[src/rtl/apb_pkg.sv]
// Shared definitions for the APB requester and its address decoder.
//   NUM_REGS         : number of decoded registers (width of the one-hot select bus)
//   REG_A..REG_H     : register index constants 0..7
//   ADDR_W / DATA_W  : command address and data widths
//   apb_state_e      : requester FSM states (IDLE/SETUP/ACCESS/RESP)
package apb_pkg;

    localparam int unsigned NUM_REGS = 8;
    localparam int unsigned ADDR_W   = 8;
    localparam int unsigned DATA_W   = 8;

    localparam logic [ADDR_W-1:0] REG_A = 8'd0;
    localparam logic [ADDR_W-1:0] REG_B = 8'd1;
    localparam logic [ADDR_W-1:0] REG_C = 8'd2;
    localparam logic [ADDR_W-1:0] REG_D = 8'd3;
    localparam logic [ADDR_W-1:0] REG_E = 8'd4;
    localparam logic [ADDR_W-1:0] REG_F = 8'd5;
    localparam logic [ADDR_W-1:0] REG_G = 8'd6;
    localparam logic [ADDR_W-1:0] REG_H = 8'd7;

    typedef enum logic [1:0] {
        StIdle   = 2'd0,
        StSetup  = 2'd1,
        StAccess = 2'd2,
        StResp   = 2'd3
    } apb_state_e;

endpackage

[src/rtl/addr_onehot_decoder.sv]
// Combinational register-index decoder.
//   i_addr    : register index
//   o_onehot  : one-hot select, bit i set when i_addr == i (all zero when out of range)
//   o_addr_ok : i_addr is a legal index (< NUM_REGS)
module addr_onehot_decoder
    import apb_pkg::*;
#(
    parameter int unsigned NUM_REGS = apb_pkg::NUM_REGS
) (
    input  logic [ADDR_W-1:0]   i_addr,
    output logic [NUM_REGS-1:0] o_onehot,
    output logic                o_addr_ok
);

    always_comb begin
        o_onehot = '0;
        for (int unsigned i = 0; i < NUM_REGS; i++) begin
            o_onehot[i] = (32'(i_addr) == i);
        end
    end

    assign o_addr_ok = (32'(i_addr) < NUM_REGS);

endmodule

[src/rtl/apb_master_decoder.sv]
// APB requester for the register block: accepts one read/write command at a time,
// decodes the index into a one-hot select, runs SETUP/ACCESS with wait states and a
// timeout, and returns a one-cycle response.
//   pclk, preset_n                : clock, asynchronous active-low reset
//   i_cmd_*/o_cmd_ready           : command valid/ready port
//   o_rsp_*                       : response strobe, read data, error, timeout cause
//   o_psel/o_penable/o_pwrite/o_pwdata/o_select_reg : APB request side
//   i_prdata/i_pready/i_pslverr   : APB completion side
module apb_master_decoder
    import apb_pkg::*;
#(
    parameter int unsigned TIMEOUT_CYCLES = 16,
    parameter int unsigned NUM_REGS       = apb_pkg::NUM_REGS
) (
    input  logic                pclk,
    input  logic                preset_n,
    input  logic                i_cmd_valid,
    output logic                o_cmd_ready,
    input  logic                i_cmd_write,
    input  logic [ADDR_W-1:0]   i_cmd_addr,
    input  logic [DATA_W-1:0]   i_cmd_wdata,
    output logic                o_rsp_valid,
    output logic [DATA_W-1:0]   o_rsp_rdata,
    output logic                o_rsp_err,
    output logic                o_rsp_timeout,
    output logic                o_psel,
    output logic                o_penable,
    output logic                o_pwrite,
    output logic [NUM_REGS-1:0] o_select_reg,
    output logic [DATA_W-1:0]   o_pwdata,
    input  logic [DATA_W-1:0]   i_prdata,
    input  logic                i_pready,
    input  logic                i_pslverr
);

    apb_state_e          r_state, w_state_next;
    logic [5:0]          r_wait, w_wait_next;
    logic                r_cmd_ready, w_cmd_ready_next;
    logic                r_psel, w_psel_next;
    logic                r_penable, w_penable_next;
    logic                r_pwrite, w_pwrite_next;
    logic [NUM_REGS-1:0] r_select, w_select_next;
    logic [DATA_W-1:0]   r_pwdata, w_pwdata_next;
    logic                r_rsp_valid, w_rsp_valid_next;
    logic [DATA_W-1:0]   r_rsp_rdata, w_rsp_rdata_next;
    logic                r_rsp_err, w_rsp_err_next;
    logic                r_rsp_timeout, w_rsp_timeout_next;

    logic [NUM_REGS-1:0] w_onehot;
    logic                w_addr_ok;

    addr_onehot_decoder #(
        .NUM_REGS (NUM_REGS)
    ) u_addr_dec (
        .i_addr    (i_cmd_addr),
        .o_onehot  (w_onehot),
        .o_addr_ok (w_addr_ok)
    );

    // Every output is a register, so next-state logic computes the values the
    // outputs take in the coming state. The output registers double as the
    // command latch: select/pwrite/pwdata are loaded at accept and held.
    always_comb begin
        w_state_next       = r_state;
        w_wait_next        = r_wait;
        w_psel_next        = 1'b0;
        w_penable_next     = 1'b0;
        w_pwrite_next      = 1'b0;
        w_select_next      = '0;
        w_pwdata_next      = '0;
        w_rsp_valid_next   = 1'b0;
        w_rsp_rdata_next   = '0;
        w_rsp_err_next     = 1'b0;
        w_rsp_timeout_next = 1'b0;

        unique case (r_state)
            StIdle: begin
                // r_cmd_ready is low for the first cycle after reset release
                if (i_cmd_valid && r_cmd_ready) begin
                    if (w_addr_ok) begin
                        w_state_next  = StSetup;
                        w_psel_next   = 1'b1;
                        w_pwrite_next = i_cmd_write;
                        w_select_next = w_onehot;
                        w_pwdata_next = i_cmd_write ? i_cmd_wdata : '0;
                    end else begin
                        // Bad index: answer with an error, never touch the bus
                        w_state_next     = StResp;
                        w_rsp_valid_next = 1'b1;
                        w_rsp_err_next   = 1'b1;
                    end
                end
            end
            StSetup: begin
                // pready is not looked at here
                w_state_next   = StAccess;
                w_wait_next    = '0;
                w_psel_next    = 1'b1;
                w_penable_next = 1'b1;
                w_pwrite_next  = r_pwrite;
                w_select_next  = r_select;
                w_pwdata_next  = r_pwdata;
            end
            StAccess: begin
                // pready is checked first so it wins over a coincident timeout
                if (i_pready) begin
                    w_state_next     = StResp;
                    w_rsp_valid_next = 1'b1;
                    w_rsp_err_next   = i_pslverr;
                    w_rsp_rdata_next = (r_pwrite || i_pslverr) ? '0 : i_prdata;
                end else if (r_wait + 6'd1 == 6'(TIMEOUT_CYCLES)) begin
                    w_state_next       = StResp;
                    w_rsp_valid_next   = 1'b1;
                    w_rsp_err_next     = 1'b1;
                    w_rsp_timeout_next = 1'b1;
                end else begin
                    w_wait_next    = r_wait + 6'd1;
                    w_psel_next    = 1'b1;
                    w_penable_next = 1'b1;
                    w_pwrite_next  = r_pwrite;
                    w_select_next  = r_select;
                    w_pwdata_next  = r_pwdata;
                end
            end
            StResp: begin
                w_state_next = StIdle;
            end
            default: begin
                w_state_next = StIdle;
            end
        endcase

        w_cmd_ready_next = (w_state_next == StIdle);
    end

    always_ff @(posedge pclk or negedge preset_n) begin
        if (!preset_n) begin
            r_state       <= StIdle;
            r_wait        <= '0;
            r_cmd_ready   <= 1'b0;
            r_psel        <= 1'b0;
            r_penable     <= 1'b0;
            r_pwrite      <= 1'b0;
            r_select      <= '0;
            r_pwdata      <= '0;
            r_rsp_valid   <= 1'b0;
            r_rsp_rdata   <= '0;
            r_rsp_err     <= 1'b0;
            r_rsp_timeout <= 1'b0;
        end else begin
            r_state       <= w_state_next;
            r_wait        <= w_wait_next;
            r_cmd_ready   <= w_cmd_ready_next;
            r_psel        <= w_psel_next;
            r_penable     <= w_penable_next;
            r_pwrite      <= w_pwrite_next;
            r_select      <= w_select_next;
            r_pwdata      <= w_pwdata_next;
            r_rsp_valid   <= w_rsp_valid_next;
            r_rsp_rdata   <= w_rsp_rdata_next;
            r_rsp_err     <= w_rsp_err_next;
            r_rsp_timeout <= w_rsp_timeout_next;
        end
    end

    assign o_cmd_ready   = r_cmd_ready;
    assign o_psel        = r_psel;
    assign o_penable     = r_penable;
    assign o_pwrite      = r_pwrite;
    assign o_select_reg  = r_select;
    assign o_pwdata      = r_pwdata;
    assign o_rsp_valid   = r_rsp_valid;
    assign o_rsp_rdata   = r_rsp_rdata;
    assign o_rsp_err     = r_rsp_err;
    assign o_rsp_timeout = r_rsp_timeout;

endmodule
[config.mk]
export PLATFORM = sky130hd
export DESIGN_NAME = apb_master_decoder
export DESIGN_NICKNAME = d
export VERILOG_FILES = /design/src/rtl/apb_pkg.sv /design/src/rtl/addr_onehot_decoder.sv /design/src/rtl/apb_master_decoder.sv
export SDC_FILE = /design/constraint.sdc
export NUM_CORES = 1
export LEC_CHECK = 0
export ABC_AREA = 1
export CELL_PAD_IN_SITES_DETAIL_PLACEMENT = 0
export CELL_PAD_IN_SITES_GLOBAL_PLACEMENT = 1
export CORE_MARGIN = 4
export CORE_UTILIZATION = 25
export DETAILED_ROUTE_END_ITERATION = 8
export DONT_BUFFER_PORTS = 1
export PLACE_DENSITY_LB_ADDON = 0.1
export SLEW_MARGIN = 40
export SYNTH_ARGS = -nofsm -noshare
export SYNTH_HDL_FRONTEND = slang
export SYNTH_SLANG_ARGS = --single-unit
[constraint.sdc]
create_clock -name pclk -period 2.16 [get_ports pclk]
set_input_delay 0.54 -clock pclk [delete_from_list [all_inputs] [get_ports pclk]]
set_output_delay 0.54 -clock pclk [all_outputs]
set_load 0.05 [all_outputs]
# ---- After elaboration in Yosys (flattened, before gate mapping)
# Index checks and enable logic that the tools add are counted.
dict set report word_totals {
  ff_bits 39
  input_bits 30
  wordCells 77
}
dict set report classes {
  n_addsub 1
  order_cmp 1
  eq_ne 14
  mux 40
  bitwise 1
  n_reduce_logical 8
}
# cell n
set ops {}
lappend ops {{$mux 8} 10}
lappend ops {{$pmux 8 s3} 2}
lappend ops {{$eq 8x3->1 const B} 4}
lappend ops {{$eq 8x2->1 const B} 2}
lappend ops {{$mux 1} 15}
lappend ops {{$mux 6} 2}
lappend ops {{$pmux 6 s2} 1}
lappend ops {{$eq 8x1->1 const B} 1}
lappend ops {{$logic_not 8->1} 1}
lappend ops {{$lt 8x4->1 const B} 1}
lappend ops {{$mux 2} 4}
lappend ops {{$pmux 2 s4} 1}
lappend ops {{$add 6x1->6 const B} 1}
lappend ops {{$eq 6x5->1 const B} 1}
lappend ops {{$pmux 1 s2} 3}
lappend ops {{$pmux 1 s3} 2}
lappend ops {{$eq 2x2->1 const B} 2}
lappend ops {{$logic_not 2->1} 2}
lappend ops {{$ne 2x2->1 const B} 2}
lappend ops {{$ne 3x3->1 const B} 1}
lappend ops {{$reduce_and 3->1} 1}
lappend ops {{$eq 2x1->1 const B} 1}
lappend ops {{$reduce_and 2->1} 1}
lappend ops {{$reduce_bool 2->1} 1}
lappend ops {{other kinds (3)} 3}

# ---- Logic depth before layout (Yosys ltp)
dict set report depth {
  word_depth 6
  depth_mapped 12
}

# ---- Modules after synthesis
# From an unflattened synthesis, not the netlist that was laid out.
dict set report hier_totals {
  hier_cells 215
  area_unflattened_um2 1910.6
}
# mod n_inst cells_each area_each_um2 seq_area_each_um2
set modules_own_cells {}
lappend modules_own_cells {apb_master_decoder 1 185 1790.5 975.9}
lappend modules_own_cells {addr_onehot_decoder 1 30 120.1 0.0}

# ---- Worst setup path after synthesis
# Ideal clock, no wire load.
dict set report synth_path {
  path_kind {register -> register}
  start {register r_wait[0]}
  end {register r_pwrite, in the netlist o_pwrite}
  setup_ps 119
  t_arrival_ps 1552
  required_ps 2041
  slack_ps 489
  path_stages_with_launch 13
  path_buffers 1
  period_less_slack_ps 1671
  cell_sequence {dfrtp_1 -> ha_1 -> nand2_1 -> inv_1 -> nand3_1 -> nand2_2 -> nor2_4 -> nand2_4 -> nand2_8 -> nand2_8 -> buf_6 -> nand2_2 -> o21ai_2}
}
dict set report synth_between {
  elab_chain_len 4
}
# item line_no
set synth_lines {}
lappend synth_lines {{from (decl)} apb_master_decoder.sv:37} ;# logic [5:0] r_wait, w_wait_next;
lappend synth_lines {{from (signal assigned)} apb_master_decoder.sv:152} ;# r_wait <= w_wait_next;
lappend synth_lines {{$add 6x1->6} apb_master_decoder.sv:111} ;# end else if (r_wait + 6'd1 == 6'(TIMEOUT_CYCLES)) begin
lappend synth_lines {{$eq 6x5->1} apb_master_decoder.sv:111}
lappend synth_lines {{$ne 3x3->1 (no line)} -}
lappend synth_lines {{$reduce_and 2->1 (no line)} -}
lappend synth_lines {{to (signal assigned)} apb_master_decoder.sv:156} ;# r_pwrite <= w_pwrite_next;
lappend synth_lines {{to (decl)} apb_master_decoder.sv:41} ;# logic r_pwrite, w_pwrite_next;
# Every way passes these cells.
# A chain may end at the register's enable or synchronous reset.

# ---- Final worst setup path
dict set report layout_path {
  start {register r_wait[0]}
  end {register r_pwdata[0], in the netlist o_pwdata[0]}
}
dict set report layout_between {
  elab_chain_len 4
}
# item line_no
set layout_lines {}
lappend layout_lines {{$add 6x1->6} apb_master_decoder.sv:111}
lappend layout_lines {{$eq 6x5->1} apb_master_decoder.sv:111}
lappend layout_lines {{$ne 3x3->1 (no line)} -}
lappend layout_lines {{$reduce_and 2->1 (no line)} -}
lappend layout_lines {{to (signal assigned)} apb_master_decoder.sv:158} ;# r_pwdata <= w_pwdata_next;
lappend layout_lines {{to (decl)} apb_master_decoder.sv:43} ;# logic [DATA_W-1:0] r_pwdata, w_pwdata_next;
# Every way passes these cells.

==> run_results.csv <==
group,metric,value,unit
synthesis,syn_inst,210,
sta,hold_violations,0,
clocking,cts-buffers-inserted,5,
power,p_per_area,1080,nW/um^2
drt,drt-pass1-iter-count,4,
floorplanning,rows,31,
drt,drtAntennaViolNets,0,
clocking,cts-root-buf,"clkbuf_8",
drt,via_per_inst,4.43,
clocking,clk_pin_slew_worst_paths,0.08,ns
finish,syn2layout_area_growth,10.5,%
sta,fin_crit_sh,0.874,
finish,n_fill_cell,840,
drt,drc,0,
critical_path,required,2.34,ns
place,hpwl,3280,um
sta,min_period,1.89,ns
place,placedInstanceArea,2050,um^2
synthesis,syn_area,1960,um^2
clocking,htree_num_levels,2,
sta,tightest_slew,0.548,ns
synthesis,yosysTopAreaCell,"dfrtp_1",
floorplanning,die_width,96.5,um
floorplanning,start_util,0.263,
critical_path,crit_path_cell_trace,"ha_1 -> nand2_1 -> inv_1 -> nand3_1 -> nand2_2 -> nor2_4 -> nand2_4 -> nand2_8 -> nand2_8 -> nand2_1 -> o21ai_2",
floorplanning,die_height,96.5,um
sta,setup_viol,0,
critical_path,end_kind,"flip-flop",
run_status,status,"complete, no violations",
hold_path,min-delay-path-class,"primary input to async pin",
critical_path,arrival,2.06,ns
grt,grt_pass1_vias,1402,
job,drv_cap,0,
synthesis,seq_area_frac_synth,0.499,
critical_path,cp-start-kind,"flip-flop",
clocking,cts_tree,"done",
clocking,clk_latency,0.29,ns
synthesis,synth_fp_nets,245,
synthesis,syn_avg_cell_area,9.32,um^2
drt,drt-initial-drc-count,95,
drt,vias,1388,
floorplanning,die_area,9310,um^2
sta,drv_slew,0,
sta,skew,0.00928,ns
finish,design_area,2160,um^2
grt,grt_max_degree,40,
drt,wl_per_cell,14.2,um
critical_path,max_stage_delay,0.46,ns
finish,antenna-diode-count,0,
grt,antenna_found_initial,0,
finish,drive_gt1_frac,0.229,
synthesis,yosysUniqueCellTypes,28,
finish,num-nets-final,249,
finish,final_cell_mix,"nand2_1, dfrtp_1, nor2_1, nand3_1, o21ai_2",
sta,tns,0,ns
grt,gr-total-overflow,0,
clocking,cts_buffer_depth,2,
grt,track_usage,0.0998,
sta,rsz0062_at_grt,"false",
drt,wl,4460,um
clocking,clock-sinks,39,
critical_path,crit_type,"flip-flop to flip-flop",
critical_path,slowest_stage,"dfrtp_1",
place,io_buffers,0,
synthesis,yosysWarnings,0,
sta,fmax,530,MHz
power,p_leak,0.949,nW
synthesis,synth_top_area_frac,0.499,
synthesis,netlist_top_cells_area,"dfrtp_1, o21ai_2, nand2_1, nand3_1, nand2_2",
power,max-vdd-ir-drop,0.000625,V
grt,grt_pass1_wl,7080,um
floorplanning,core_area,7450,um^2
place,gp_congestion,0.815,
synthesis,synth-seq-cells,39,
floorplanning,io_pins,61,
critical_path,path_max_fanout,34,
sta,relSlewSlack,0.634,
critical_path,crit_buf_inv,1,
critical_path,critPathTopFamily,"simple AND/OR/NAND/NOR gates",
## per-stage QoR
stage	hold slack (ns)	std cells	worst slack, ns	power [mW]	util
global placement	0.246	305	0.333	1.83	0.276
CTS	0.0875	313	0.284	2.38	0.290
detailed placement	0.246	305	0.301	1.83	0.276
global route	0.0949	313	0.111	2.50	0.290
finish	0.0921	313	0.273	2.32	0.290
floorplan	0.244	210	0.489	1.70	-
## area by class of cell
type	count	area, um^2	share of cell area
sequential	39	976	0.451
multi-input combinational	145	861	0.398
tap	99	124	0.0573
clock buffer	6	82.6	0.0382
inverter	19	71.3	0.0330
timing repair buffer	4	42.5	0.0197
clock inverter	1	5.00	0.00231
## worst reg2reg max path, stage by stage (launching register included)
cell     delay, ns
dfrtp_1       0.46
ha_1          0.25
nand2_1       0.09
inv_1         0.07
nand3_1       0.08
nand2_2       0.08
nor2_4        0.14
nand2_4       0.10
nand2_8       0.11
nand2_8       0.19
nand2_1       0.15
o21ai_2       0.06
## timing repair
action	4_1_cts	5_1_grt
hold buffers	1	0
endpoints found under the setup margin	0	0
setup buffers	0	0
gates resized for setup	0	0
hold endpoints to repair	39	0
## per-layer routing
layer  global-route usage  up-vias  routed length (um)  share of wire
li1                     -      693                   -              -
met1                0.126      636                1990           0.45
met2                0.151       52                1950           0.44
met3               0.0434        7                 448           0.10
met4               0.0350        0                  64          0.014
met5                    0        -                   0              0
## power by group
group	switching (mW)	internal, mW	total [mW]
logic	0.532	0.216	0.747
registers	0.239	0.838	1.08
clock network	0.249	0.251	0.500
total	1.02	1.30	2.32
## synthesized netlist by cell type
| cell type | number |
|---|---|
| nand2_8 | 2 |
| o22ai_1 | 3 |
| a21oi_1 | 1 |
| dfrtp_1 | 39 |
| nand3b_1 | 1 |
| inv_1 | 17 |
| o211ai_1 | 2 |
| o21ai_0 | 4 |
| clkbuf_1 | 3 |
| nor3b_1 | 8 |
| nand2_2 | 14 |
| o311ai_0 | 1 |
| nor2_4 | 1 |
| nand4_1 | 1 |
| buf_1 | 1 |
| nor2_1 | 18 |
| a21boi_0 | 1 |
| or2_2 | 1 |
| nand2_4 | 1 |
| ha_1 | 5 |
| inv_2 | 1 |
| nor3_1 | 5 |
| nand2_1 | 39 |
| o21ai_2 | 18 |
| and2_1 | 1 |
| buf_6 | 3 |
| nand3_1 | 18 |
| clkinv_1 | 1 |
## cell families after synthesis
family	synth area share
and+or+nand+nor	0.289
DFF	0.499
AOI/OAI and AO/OA	0.119
buffers and inverters	0.0614
adders and majority gates	0.0320
## final timing paths
kind | from | to | slack, ns | cells past startpoint
setup / recovery | r_wait[0]$_DFFE_PN0P_ | o_pwdata[0]$_DFFE_PN0N_ | 0.27 | 11
min in group pclk | i_prdata[5] | o_rsp_rdata[5]$_DFF_PN0_ | 0.41 | 1
setup reg to reg | r_wait[0]$_DFFE_PN0P_ | o_pwdata[0]$_DFFE_PN0N_ | 0.27 | 11
hold reg to reg | r_wait[5]$_DFFE_PN0P_ | r_wait[5]$_DFFE_PN0P_ | 0.57 | 2
max in group asynchronous | preset_n | o_rsp_rdata[1]$_DFF_PN0_ | 1.88 | 1
hold / removal | preset_n | r_wait[2]$_DFFE_PN0P_ | 0.09 | 1
Note: power is estimated with default switching activity, not from simulation.
